--- config.mk ---
export PLATFORM = sky130hd
export DESIGN_NAME = apb2ahb_bridge
export DESIGN_NICKNAME = d
export VERILOG_FILES = /design/src/rtl/apb2ahb_bridge.sv
export SDC_FILE = /design/constraint.sdc
export NUM_CORES = 1
export LEC_CHECK = 0
export BUFFER_PORTS_ARGS = -buffer_cell sky130_fd_sc_hd__buf_4
export CAP_MARGIN = 20
export CORE_AREA = 2 2 94 96
export DETAILED_ROUTE_END_ITERATION = 6
export DIE_AREA = 0 0 96 98
export GPL_TIMING_DRIVEN = 0
export PLACE_DENSITY = 0.78
export SLEW_MARGIN = 15
export SYNTH_ARGS = -nofsm -noshare
export SYNTH_HDL_FRONTEND = slang
export SYNTH_SLANG_ARGS = --single-unit
--- constraint.sdc ---
create_clock -name HCLK -period 1.37 [get_ports HCLK]
set_input_delay 0.0685 -clock HCLK [delete_from_list [all_inputs] [get_ports HCLK]]
set_output_delay 0.0685 -clock HCLK [all_outputs]
set_load 0.1 [all_outputs]
--- src/rtl/apb2ahb_bridge.sv ---
// ============================================================================
// apb2ahb_bridge : APB3 completer to single-master AHB-Lite initiator bridge.
// Optional APB4_EN adds PSTRB/PPROT mapping to HSIZE/HADDR offset/HPROT.
// Revision: 1.0
// ============================================================================
`default_nettype none

module apb2ahb_bridge #(
  parameter int ADDRWIDTH = 16,
  parameter int DATAWIDTH = 32
) (
  input  logic                 HCLK,
  input  logic                 HRESET,
  input  logic                 PSEL,
  input  logic                 PENABLE,
  input  logic [ADDRWIDTH-1:0] PADDR,
  input  logic                 PWRITE,
  input  logic [DATAWIDTH-1:0] PWDATA,
`ifdef APB4_EN
  input  logic [3:0]           PSTRB,
  input  logic [2:0]           PPROT,
`endif
  output logic [DATAWIDTH-1:0] PRDATA,
  output logic                 PREADY,
  output logic                 PSLVERR,
  output logic [ADDRWIDTH-1:0] HADDR,
  output logic [1:0]           HTRANS,
  output logic                 HWRITE,
  output logic [2:0]           HSIZE,
  output logic [3:0]           HPROT,
  output logic [DATAWIDTH-1:0] HWDATA,
  input  logic [DATAWIDTH-1:0] HRDATA,
  input  logic                 HREADY,
  input  logic                 HRESP
);

  localparam logic [1:0] TRANS_IDLE   = 2'b00;
  localparam logic [1:0] TRANS_NONSEQ = 2'b10;
  localparam logic [2:0] SIZE_WORD    = 3'b010;
  localparam logic [3:0] PROT_DEFAULT = 4'b0011;

  typedef enum logic [1:0] {
    ST_IDLE = 2'd0,
    ST_ADDR = 2'd1,
    ST_DATA = 2'd2,
    ST_DONE = 2'd3
  } state_t;

  state_t state;

  logic [ADDRWIDTH-1:0] setup_addr;
  logic [2:0]           setup_size;
  logic [3:0]           setup_prot;
  logic                 setup_bad;

`ifdef APB4_EN
  logic       strb_ok;
  logic [2:0] strb_size;
  logic [1:0] strb_off;
  logic       unused_apb4;

  // Only naturally aligned byte/half/word strobe patterns map onto one AHB beat.
  always_comb begin
    strb_ok   = 1'b1;
    strb_size = SIZE_WORD;
    strb_off  = 2'd0;
    case (PSTRB)
      4'b1111: begin strb_size = 3'b010; strb_off = 2'd0; end
      4'b0011: begin strb_size = 3'b001; strb_off = 2'd0; end
      4'b1100: begin strb_size = 3'b001; strb_off = 2'd2; end
      4'b0001: begin strb_size = 3'b000; strb_off = 2'd0; end
      4'b0010: begin strb_size = 3'b000; strb_off = 2'd1; end
      4'b0100: begin strb_size = 3'b000; strb_off = 2'd2; end
      4'b1000: begin strb_size = 3'b000; strb_off = 2'd3; end
      default: strb_ok = 1'b0;
    endcase
  end

  always_comb begin
    setup_addr = {PADDR[ADDRWIDTH-1:2], 2'b00};
    setup_size = SIZE_WORD;
    setup_bad  = 1'b0;
    if (PWRITE) begin
      setup_addr = {PADDR[ADDRWIDTH-1:2], strb_off};
      setup_size = strb_size;
      setup_bad  = ~strb_ok;
    end
  end

  assign setup_prot  = {2'b00, PPROT[0], ~PPROT[2]};
  assign unused_apb4 = ^{PPROT[1], PADDR[1:0]};
`else
  assign setup_addr = PADDR;
  assign setup_size = SIZE_WORD;
  assign setup_prot = PROT_DEFAULT;
  assign setup_bad  = 1'b0;
`endif

  // Once the setup phase is accepted the AHB transfer always runs to completion,
  // even if the APB side drops PSEL.
  always_ff @(posedge HCLK) begin
    if (HRESET) begin
      state   <= ST_IDLE;
      HTRANS  <= TRANS_IDLE;
      HADDR   <= '0;
      HWRITE  <= 1'b0;
      HWDATA  <= '0;
      HSIZE   <= SIZE_WORD;
      HPROT   <= PROT_DEFAULT;
      PRDATA  <= '0;
      PREADY  <= 1'b0;
      PSLVERR <= 1'b0;
    end else begin
      case (state)
        ST_IDLE: begin
          PREADY <= 1'b0;
          HTRANS <= TRANS_IDLE;
          if (PSEL && !PENABLE) begin
            HADDR  <= setup_addr;
            HWRITE <= PWRITE;
            HWDATA <= PWDATA;
            HSIZE  <= setup_size;
            HPROT  <= setup_prot;
            if (setup_bad) begin
              state   <= ST_DONE;
              PREADY  <= 1'b1;
              PSLVERR <= 1'b1;
            end else begin
              state  <= ST_ADDR;
              HTRANS <= TRANS_NONSEQ;
            end
          end
        end
        ST_ADDR: begin
          if (HREADY) begin
            HTRANS <= TRANS_IDLE;
            state  <= ST_DATA;
          end
        end
        ST_DATA: begin
          if (HREADY) begin
            if (!HWRITE) begin
              PRDATA <= HRDATA;
            end
            PSLVERR <= HRESP;
            PREADY  <= 1'b1;
            state   <= ST_DONE;
          end
        end
        ST_DONE: begin
          PREADY  <= 1'b0;
          PSLVERR <= 1'b0;
          state   <= ST_IDLE;
        end
        default: begin
          state  <= ST_IDLE;
          HTRANS <= TRANS_IDLE;
          PREADY <= 1'b0;
        end
      endcase
    end
  end

endmodule

`default_nettype wire

# --- Yosys cells after proc, flatten, opt, wreduce, memory -nomap -nowiden ---
# Cells that the tools add are included.
classes:
  eq_ne: 6
  n_mux: 11
  n_bitwise: 1
  reduce_logical: 13
ops:
  columns: ["op", "n"]
  rows:
  - ["2-to-1 mux 2 bit", 5]
  - ["one-hot mux 2 bit (4 select lines)", 1]
  - ["AND reduction 2 bit", 4]
  - ["!= test 2 bit, second input constant", 3]
  - ["AND reduction 3 bit", 2]
  - ["nonzero test 2 bit", 3]
  - ["== test 2 bit, second input constant", 2]
  - ["one-hot mux 1 bit (2 select lines)", 2]
  - ["one-hot mux 2 bit (2 select lines)", 1]
  - ["== test 2 x 1 -> 1 bit, second input constant", 1]
  - ["logical NOT 2 bit", 1]
  - ["2-to-1 mux 1 bit", 2]
  - ["OR reduction 2 bit", 1]
  - ["logical AND 1 bit", 1]
  - ["logical NOT 1 bit", 1]
  - ["NOT 1 bit", 1]
totals:
  reg_bits: 87
  in_bits: 87

# --- Logic depth before layout (Yosys ltp) ---
# Gate-level depths: netlist of run 1.
depth:
  ltp_word: 4
  depth_mapped: 8
  ltp_nobuf: 5

# --- Least setup slack after synthesis of run 1 ---
# Ideal clock, no wire load.
synth_timing:
  path_type: "reg2reg"
  start: "register HWRITE"
  end: "register PRDATA[28]"
  t_arrival_ns: 1.720
  slack_ns: -0.421
  path_stages_with_launch: 5
  path_buffers: 1
  synth_period_minus_slack_ns: 1.791
  path_cell_list: "dfxtp_1 > nand3b_1 > clkbuf_1 > nand2_1 > a21oi_1"
synth_via:
  elab_chain_len: 2
synth_lines:
  columns: ["element", "line", "source"]
  rows:
  - ["from (decl)", "28", "output logic HWRITE,"]
  - ["from (signal assigned)", "106", "HWRITE <= 1'b0;"]
  - ["from (signal assigned)", "120", "HWRITE <= PWRITE;"]
  - ["NOT 1 bit (no source line)", null, null]
  - ["AND reduction 3 bit (no source line)", null, null]
  - ["to (signal assigned)", "110", "PRDATA <= '0;"]
  - ["to (signal assigned)", "143", "PRDATA <= HRDATA;"]
  - ["to (decl)", "23", "output logic [DATAWIDTH-1:0] PRDATA,"]
# No other way between the ends.
# A chain may end at the register's enable or synchronous reset.

# --- Final worst setup path of run 1 ---
layout_timing:
  start: "register state[1]"
  end: "register PRDATA[14]"
layout_via:
  elab_chain_len: 2
layout_lines:
  columns: ["element", "line", "source"]
  rows:
  - ["from (decl)", "49", "state_t state;"]
  - ["from (signal assigned)", "103", "state <= ST_IDLE;"]
  - ["from (signal assigned)", "125", "state <= ST_DONE;"]
  - ["from (signal assigned)", "129", "state <= ST_ADDR;"]
  - ["== test 2 bit", "114", "case (state)"]
  - ["AND reduction 3 bit (no source line)", null, null]
# No other way between the ends.

==> results of run 1 <==
## where the power goes
| part | switching [mW] | leakage (nW) | internal, mW | total [mW] |
|---|---|---|---|---|
| Sequential | 0.170 | 0.700 | 2.79 | 2.96 |
| Combinational | 3.06 | 1.92 | 1.47 | 4.53 |
| Clock | 0.950 | 0.113 | 1.09 | 2.04 |
## kinds of logic (layout without fill, tap and decap cells)
| kind of cell | after synthesis | in the layout | share of synthesized area (%) |
|---|---|---|---|
| AOI/OAI and AO/OA | 89 | 89 | 14.3 |
| muxes | 2 | 2 | 0.630 |
| DFF | 86 | 86 | 54.2 |
| and+or+nand+nor | 177 | 177 | 22.2 |
| adders and majority gates | 5 | 5 | 1.97 |
| other | 2 | 8 | 0.236 |
| buffers and inverters | 38 | 323 | 6.53 |
## synth_stat cells
| cell type | instances | area (µm²) |
|---|---|---|
| clkbuf_1 | 11 | 41.3 |
| nor2_1 | 4 | 15.0 |
| nand2_1 | 162 | 608 |
| or3b_1 | 1 | 8.76 |
| conb_1 | 2 | 7.51 |
| buf_4 | 11 | 82.6 |
| a2bb2oi_1 | 2 | 17.5 |
| nand4b_1 | 1 | 8.76 |
| nand3b_1 | 2 | 15.0 |
| inv_1 | 2 | 7.51 |
| a21oi_1 | 84 | 420 |
| mux2i_1 | 2 | 20.0 |
| buf_2 | 7 | 35.0 |
| buf_1 | 5 | 18.8 |
| buf_6 | 2 | 22.5 |
| o21ai_0 | 2 | 10.0 |
| nand2b_1 | 4 | 25.0 |
| dfxtp_1 | 86 | 1720 |
| o21a_1 | 1 | 7.51 |
| nor2b_1 | 1 | 6.26 |
| ha_1 | 5 | 62.6 |
| and3b_1 | 2 | 17.5 |
## timing repair
action	in CTS	in global routing
setup endpoints to repair	82	82
gates cloned	0	6
resized for setup	33	96
endpoints found under the hold margin	82	0
pin swaps	0	35
setup buffers	6	7
hold buffers	82	0
## worst max-delay path by stage
stage | startpoint | end | cells after the start
after floorplan | state[0] | PRDATA[28] | 6
after global placement | state[0] | PRDATA[28] | 6
after detailed placement | state[0] | PRDATA[28] | 6
after CTS | state[0] | HADDR[8] | 8
after global routing | state[1] | PRDATA[14] | 6
final | state[1] | PRDATA[14] | 6
## sequential cells by signal, indices dropped and copies added (netlist names)
name,count
HADDR,16
state,2
PSLVERR,1
HWDATA,32
HWRITE,1
PRDATA,32
HTRANS,1
PREADY,1
## routing by layer
metal / track usage, % / up-vias
met3: 7.48 / 27
met1: 23.9 / 1768
li1: - / 1834
met4: 7.14 / 0
met2: 42.5 / 157
met5: 0 / -
## placed cells by master, fill, tap and decap left out, types with 2 or more instances in the layout
| cell type | count |
|---|---|
| clkinv_4 | 2 |
| clkbuf_1 | 4 |
| ha_1 | 3 |
| buf_8 | 4 |
| o21ai_0 | 2 |
| nand3b_1 | 2 |
| buf_1 | 5 |
| nand2b_1 | 4 |
| dfxtp_4 | 2 |
| nor2_1 | 3 |
| clkbuf_4 | 4 |
| dfxtp_1 | 83 |
| buf_6 | 9 |
| clkbuf_16 | 3 |
| nand2_2 | 27 |
| buf_2 | 2 |
| bufinv_16 | 2 |
| nand2_4 | 10 |
| a21oi_1 | 54 |
| clkbuf_8 | 10 |
| a21oi_2 | 30 |
| buf_4 | 191 |
| mux2i_1 | 2 |
| ha_4 | 2 |
| conb_1 | 8 |
| dlygate4sd3_1 | 82 |
| nand2_1 | 125 |
## critical path: stages, from the launching register on
cell,delay (ns)
dfxtp_2,0.36
buf_6,0.11
ha_4,0.16
and3b_4,0.33
buf_6,0.18
nand2_4,0.05
a21oi_2,0.16
## through the flow
step / std cells / hold slack (ns) / total power [mW]
CTS: 785 / 0.0488 / 9.05
floorplan: 405 / 0.194 / 5.75
detailed placement: 682 / 0.322 / 6.60
global placement: 682 / 0.313 / 6.55
global route: 798 / 0.0691 / 9.92
finish: 798 / 0.0622 / 9.53
## layout make-up
cell class,instances,area (µm²)
Multi-Input combinational cell,281,1570
Fill cell,602,2210
Clock inverter,6,93.8
Clock buffer,10,138
Inverter,2,10.0
Sequential cell,86,1730
Timing Repair Buffer,270,2310
Tap cell,108,135
Buffer,35,279
==> results.toml, run 1 <==
[die]
num_io_pins = 179
die_y_um = 98
die_area_um2 = 9410
core_area_um2 = 8470
start_util_pct = 37.6
dieWidth_um = 96
rows = 34

[setup_path]
cp-end-kind = "register"
cp-start-kind = "register"
worstPathMaxFanout = 8
arrival_ns = 1.69
timing.rr.start = "state[1]"
regToRegEndpoint = "PRDATA[14]"
worstPathRequired_ns = 1.64
r2r_cells = 6
r2r_setup_slack_ns = -0.05
worst-setup-path-type = "register to register"

[clock_tree]
clock-root-buffer = "clkbuf_8"
clk_path_buf_depth = 2
clk_pin_slew_worst_paths_ns = 0.09
cts_buffers = 9
cts_max_level = 3
cts_sinks = 86
cts_tree = "yes"
clock_latency_ns = 0.34

[sta]
max_clock_freq_ghz = 0.702
drv_slew = 0
period_needed_ns = 1.42
setup_ws_ns = -0.0545
hold_viol = 0
fin_skew_ns = 0.00822
relSlewSlack_pct = 50.4
worst_pin_slew_ns = 0.744
finalCritPeriodShare_pct = 104
rsz0062_at_grt = "yes"
fin_tns_setup_ns = -0.797
setup_viol = 39

[routing]
routed-wl-met3_um = 945
highest_layer = "met4"
ant_nets = 0
vias_per_cell = 4.74
drc = 0
routed_wl_um = 12600
dr.pass1.iters = 4
via_count = 3786
met1_length_um = 4660
wl_per_cell_um = 15.7
drt_iter0_drc = 66
wl_met2_um = 6670

[final_layout]
fin_util_pct = 73.9
finish.instance_area_um2 = 6260
syn_to_final_growth_pct = 96.8
drive_gt1_share_pct = 44.5
diodes = 0
final_nets = 777

[logic_synthesis]
synth.distinct_cells = 22
yosys_warnings = 0
ys_ff_latch = 86
syn_area_um2 = 3180
seq_area_frac_synth_pct = 54.2
postSynthAreaPerCell_um2 = 7.97
synth_cells = 399

[flow_run]
drv_cap = 0

[pwr]
max-vdd-ir-drop_mv = 0.754
p_leak_nw = 2.73
cellPowerDensity_nw_per_um2 = 1520

[grt]
antenna_found_initial = 0
grt_pass1_vias = 3673
grt_start_max_net_pins = 16
grt_use_total_pct = 23.0
grt_pass1_wl_um = 16900
grt_overflow_total = 0

[hold_path]
whs_path_depth = 3
worstHoldStart = "HREADY"
holdPathEnd = "PSLVERR"
hp-class = "input port to register"

[placement]
place_ws_ns = -0.462
place_area_um2 = 4610
place_hpwl_um = 6880
finalWeightedCongestion = 0.699
port-buffer-count = 169

[outcome]
violations = "negative setup slack"
status = "finished with violations"
No activity file was read; power rests on OpenSTA's default activity.
==> run 2, diff against run 1 <==
ABC_AREA = 1   (was not set)
BUFFER_PORTS_ARGS = -buffer_cell sky130_fd_sc_hd__buf_2   (was -buffer_cell sky130_fd_sc_hd__buf_4)
PLACE_DENSITY = 0.8   (was 0.78)
==> run 2 against run 1 <==
Effect of this change:
- the flow finishes with violations (negative hold slack)
- register-to-register slack improved by 0.11 ns
- critical path depth unchanged
- non-clock buffer count decreased by 22
- final cell count is 1.0% lower
- die area stayed put
- synthesized cell count up 2.8%
- design area is 13% lower
- flip-flop and latch count is the same
- global-route usage is 0.091 points lower
- routed wire length down 11%
- clock skew rose by 0.0028 ns
- hold slack got worse by 0.064 ns
==> results.toml, run 2 <==
[logic_synthesis]
seq_area_frac_synth_pct = 52.1
synth_cells = 410
synth_top_cell_by_area = "dfxtp_1"
ys_ff_latch = 86
yosys_warnings = 0
postSynthAreaPerCell_um2 = 8.06
synth.distinct_cells = 22
synth_most_common_cell = "nand2_1"
syn_area_um2 = 3310
netlist_top_cells_area = "dfxtp_1, nand2_1, a21oi_1"
yosys.area.top_type_share_pct = 52.1
synth_ff_type = "dfxtp_1"
synth_common_cells = "nand2_1, dfxtp_1, a21oi_1, nor2_1, nor2_2"
async_flop_share_pct = 0
synth-edff-count = 0

[routing]
wl_met2_um = 5800
via_count = 3730
routed_wl_um = 11200
wl_per_cell_um = 14.2
drt_iter0_drc = 145
routed-wl-met3_um = 634
ant_nets = 0
drc = 0
dr.pass1.iters = 4
highest_layer = "met4"
vias_per_cell = 4.72
met1_length_um = 4240

[sta]
hold_ws_ns = -0.00142
drv_slew = 0
setup_viol = 0
period_needed_ns = 1.32
setup_ws_ns = 0.0527
worst_pin_slew_ns = 0.544
hold_viol = 2
fin_skew_ns = 0.0110
relSlewSlack_pct = 63.8
max_clock_freq_ghz = 0.759
rsz0062_at_grt = "yes"
finalCritPeriodShare_pct = 96.2

[setup_path]
cp-end-kind = "register"
arrival_ns = 1.55
worstPathRequired_ns = 1.61
cp-start-kind = "register"
crit_slowest_cell = "dfxtp_4"
worst-setup-path-type = "register to register"
worstPathMaxFanout = 3
cp_cell_sequence = "buf_4, ha_1, o21ai_1, nand3_1, nand2_1, nor2_1"
critPathMaxStageDelay_ns = 0.36

[grt]
grt_pass1_wl_um = 16800
grt_overflow_total = 0
grt_use_total_pct = 22.9
grt_start_max_net_pins = 20
grt_pass1_vias = 3756
antenna_found_initial = 1

[clock_tree]
clk_path_buf_depth = 2
cts_max_level = 3
clk_pin_slew_worst_paths_ns = 0.08
cts_buffers = 9
cts_sinks = 86
cts_tree = "yes"
clock-root-buffer = "clkbuf_8"
clock_latency_ns = 0.35

[final_layout]
regArea_um2 = 1730
final_common_cell = "buf_2"
fillers = 701
syn_to_final_growth_pct = 64.4
multi_input_area_um2 = 1400
finish.instance_area_um2 = 5430
final_cell_mix = "buf_2, nand2_1, dfxtp_1, dlygate4sd3_1, a21oi_1"
final_nets = 769
reg_top3 = "HWDATA (32), PRDATA (32), HADDR (16)"
drive_gt1_share_pct = 38.5

[die]
start_util_pct = 39.0
num_io_pins = 179
rows = 34
dieWidth_um = 96
core_area_um2 = 8470
die_area_um2 = 9410
die_y_um = 98

[placement]
finalWeightedCongestion = 0.864
place_ws_ns = -0.216
place_area_um2 = 4310
place_hpwl_um = 6780
port-buffer-count = 169

[pwr]
max-vdd-ir-drop_mv = 0.989
p_int_mw = 4.83
p_sw_share_pct = 51.1
clock_power_share_pct = 17.8
p_leak_nw = 2.60
p_seq_share_pct = 31.9
report.power.total_mw = 9.89
comb_power_share_pct = 50.2
p_sw_mw = 5.06
cellPowerDensity_nw_per_um2 = 1820

[outcome]
status = "finished with violations"
violations = "negative hold slack"

[flow_run]
drv_cap = 0

[hold_path]
hp-class = "input port to register"
## run 2: changes by cell type after synthesis, sizes merged, moves of 2 or more
cell / change
mux2i: -2
and3b: -2
buf: -2
nand2: -53
a2bb2oi: -2
a21oi: -30
nand2b: -4
inv: +10
nand3: +4
nor2: +65
o21ai: +33
nand3b: -2
## run 2: logic make-up after synthesis
logic type                 after synthesis  share of synthesized area (%)
adders and majority gates                5                           1.89
AOI/OAI and AO/OA                       89                           13.5
and+or+nand+nor                        183                           24.0
other                                    2                          0.227
DFF                                     86                           52.1
buffers and inverters                   45                           8.36
## run 2: metrics by stage
| stage | hold slack, ns | setup TNS, ns | instances | utilization, % |
|---|---|---|---|---|
| 2_1_floorplan | 0.197 | 0 | 416 | - |
| 3_3_place_gp | 0.294 | -7.74 | 693 | 50.9 |
| 3_5_place_dp | 0.299 | -10.91 | 693 | 50.9 |
| 4_1_cts | 0.00157 | 0 | 786 | 63.1 |
| 5_1_grt | 0.00167 | -0.0406 | 790 | 64.2 |
| 6_report | -0.00142 | 0 | 790 | 64.2 |
## run 2: cell type report
cell class              count  area share, %
inverters                  12           1.06
clock inverters             4          0.875
clock buffers              11           2.60
repair buffers            251           30.5
multi-input cells         285           25.7
plain buffers              32           4.88
diodes                      1         0.0461
well taps                 108           2.49
flip-flops and latches     86           31.8
## run 2: worst max-delay path: cells and delay by family (launching register included)
| family | cells | cell delay [ns] |
|---|---|---|
| flops | 1 | 0.36 |
| compound gates | 1 | 0.25 |
| fa+ha+maj | 1 | 0.23 |
| simple gates | 3 | 0.23 |
| buf+inv | 1 | 0.14 |
## run 2: metal layers
metal  vias to the layer above  GRT usage (%)
li1                       1821              -
met1                      1707           23.7
met2                       154           40.6
met3                        48           5.17
met4                         0           14.1
met5                         -              0
## run 2: worst paths after layout
path / startpoint / endpoint / slack [ns] / cells after the start
max: state[0] / state[1] / 0.05 / 6
min: HRDATA[9] / PRDATA[9] / -0.001 / 3
max reg2reg: state[0] / state[1] / 0.05 / 6
min reg2reg: HWDATA[30] / HWDATA[30] / 0.46 / 2
## run 2: power by group through the flow
stage                     Sequential, mW  Clock [mW]  Combinational (mW)
after CTS                           3.14        1.81                4.83
after detailed placement            3.17           0                4.57
after global placement              3.15           0                4.51
after global routing                3.20        1.91                5.18
final                               3.16        1.76                4.97
after floorplan                     5.93           0                1.04
## run 2: timing repair
action	4_1_cts	5_1_grt
pin swaps	2	3
cloned	0	1
hold endpoints to repair	79	0
gates resized for setup	17	26
hold buffers	79	0
setup buffers	0	2
setup endpoints to repair	82	62
==> run 3, diff against run 2 <==
BUFFER_PORTS_ARGS = not set   (was -buffer_cell sky130_fd_sc_hd__buf_2)
CORE_AREA = 2 2 89 91   (was 2 2 94 96)
DIE_AREA = 0 0 91 93   (was 0 0 96 98)
DONT_BUFFER_PORTS = 1   (was not set)
PLACE_DENSITY = 0.66   (was 0.8)
==> run 3 against run 2 <==
Effect of this change:
- the run still ends with negative hold slack left
- register-to-register slack worse by 0.02 ns
- total power is 3.4% lower
- clock power is 5% lower
- critical path type unchanged
- critical endpoint is now HWDATA[18]
- largest cell class is now registers
==> results.toml, run 3 (same netlist as run 2, synthesis figures left out) <==
[outcome]
status = "finished with violations"
violations = "negative hold slack"

[routing]
ant_nets = 0
vias_per_cell = 4.87
drt_iter0_drc = 118
wl_per_cell_um = 14.8
dr.pass1.iters = 4
via_count = 3036
routed_wl_um = 9240
drc = 0

[clock_tree]
cts_sinks = 86
clock-root-buffer = "clkbuf_8"
clock_latency_ns = 0.35
cts_tree = "yes"
clk_path_buf_depth = 2
clk_pin_slew_worst_paths_ns = 0.08
cts_max_level = 3
cts_buffers = 9

[grt]
grt.met1_usage_pct = 23.4
grt_overflow_total = 0
grt.met3_usage_pct = 6.93
grt_pass1_vias = 2984
antenna_found_initial = 0
grt_pass1_wl_um = 14400
met2_usage_pct = 38.1
grt_use_total_pct = 21.3
top_usage_layer = "met2"
grt_start_max_net_pins = 14

[sta]
setup_viol = 0
setup_ws_ns = 0.0340
fin_skew_ns = 0.00933
hold_ws_ns = -0.0133
drv_slew = 0
relSlewSlack_pct = 63.6
period_needed_ns = 1.34
worst_pin_slew_ns = 0.546
max_clock_freq_ghz = 0.749
hold_viol = 1
rsz0062_at_grt = "yes"
finalCritPeriodShare_pct = 97.5

[pwr]
p_sw_share_pct = 51.3
p_seq_share_pct = 63.8
cellPowerDensity_nw_per_um2 = 1970
clock_power_share_pct = 17.6
comb_power_share_pct = 18.6
p_sw_mw = 4.90
p_leak_nw = 1.92
max-vdd-ir-drop_mv = 0.908
p_int_mw = 4.65
report.power.total_mw = 9.55

[setup_path]
arrival_ns = 1.61
cp-start-kind = "register"
crit_buf_inv = 2
cp_top_family = "flip-flops"
worstPathMaxFanout = 10
cp-end-kind = "register"
cp_cell_sequence = "inv_4, ha_4, nand3_4, buf_2, nand2_1, a21oi_2"
crit_slowest_cell = "dfxtp_4"
worst-setup-path-type = "register to register"
worstPathRequired_ns = 1.64
critPathMaxStageDelay_ns = 0.39

[die]
die_area_um2 = 8460
core_area_um2 = 7530
rows = 32
die_y_um = 93
dieWidth_um = 91
num_io_pins = 179
start_util_pct = 43.9

[final_layout]
diodes = 0
reg_top3 = "HWDATA (32), PRDATA (32), HADDR (16)"
final_common_cell = "nand2_1"
final_nets = 610
drive_gt1_share_pct = 34.1
syn_to_final_growth_pct = 46.6
final_cell_mix = "nand2_1, dfxtp_2, dlygate4sd3_1, a21oi_1, nor2_1"
fin_cells = 624

[flow_run]
drv_cap = 0

[hold_path]
hp-class = "input port to register"

[placement]
port-buffer-count = 0
place_hpwl_um = 5610
finalWeightedCongestion = 0.766
place_ws_ns = -0.251
placed_cells = 518
==> run 3: changes by cell type in the layout (fill, tap and decap cells not counted), moves of 2 or more <==
cell,previous run,this run
buf_2,171,2
dfxtp_2,1,83
buf_12,0,3
a21oi_2,8,4
nor2_2,30,23
dfxtp_1,83,0
inv_6,1,3
inv_4,3,1
buf_4,12,15
nor2_4,0,8
a21oi_1,46,50
dlygate4sd3_1,79,83
==> run 3: power by group through the flow <==
stage               sequential (mW)  combinational, mW  clock, mW
floorplan                      5.93               1.04          0
global placement               6.01               1.19          0
detailed placement             6.02               1.24          0
CTS                            6.08               1.55       1.72
global route                   6.14               1.96       1.84
finish                         6.10               1.77       1.68
==> run 3: final cells by class <==
class,instances,area (µm²)
Sequential cell,86,1840
Multi-Input combinational cell,285,1430
Tap cell,102,128
Inverter,12,62.6
Timing Repair Buffer,91,921
Fill cell,616,2680
Buffer,33,292
Clock buffer,11,131
Clock inverter,4,48.8
==> run 3: metal layers <==
| layer | wire length [µm] | vias to the layer above |
|---|---|---|
| met2 | 4860 | 124 |
| met3 | 655 | 19 |
| met4 | 213 | 0 |
| met1 | 3510 | 1388 |
| li1 | - | 1505 |
| met5 | 0 | - |
==> run 3: what timing repair did <==
action | CTS | global route
pin swaps | 3 | 6
buffers inserted | 3 | 4
hold buffers | 83 | 0
hold endpoints to repair | 85 | 0
gates cloned | 0 | 1
gates resized for setup | 100 | 36
setup endpoints to repair | 165 | 77
==> run 3: worst paths after layout <==
check,endpoint,slack (ns),cells past startpoint,start
min reg2reg,state[0],0.53,2,state[0]
min,PSLVERR,-0.01,3,HREADY
max,HWDATA[18],0.03,6,state[1]
max reg2reg,HWDATA[18],0.03,6,state[1]
==> run 3: metrics by stage <==
stage / hold WS [ns] / util (%) / TNS (ns) / instance area [µm²]
detailed placement: 0.205 / 45.9 / -10.19 / 3460
global placement: 0.199 / 45.9 / -6.92 / 3460
finish: -0.0133 / 64.4 / 0 / 4840
global route: 0.00312 / 64.4 / -0.553 / 4840
floorplan: 0.197 / - / 0 / 3330
CTS: 0.000656 / 62.0 / 0 / 4660
==> run 3: worst reg2reg max path: stages (launching register included) <==
cell and delay (ns):
dfxtp_4 0.39, inv_4 0.05, ha_4 0.17, nand3_4 0.13, buf_2 0.23, nand2_1 0.11, a21oi_2 0.18
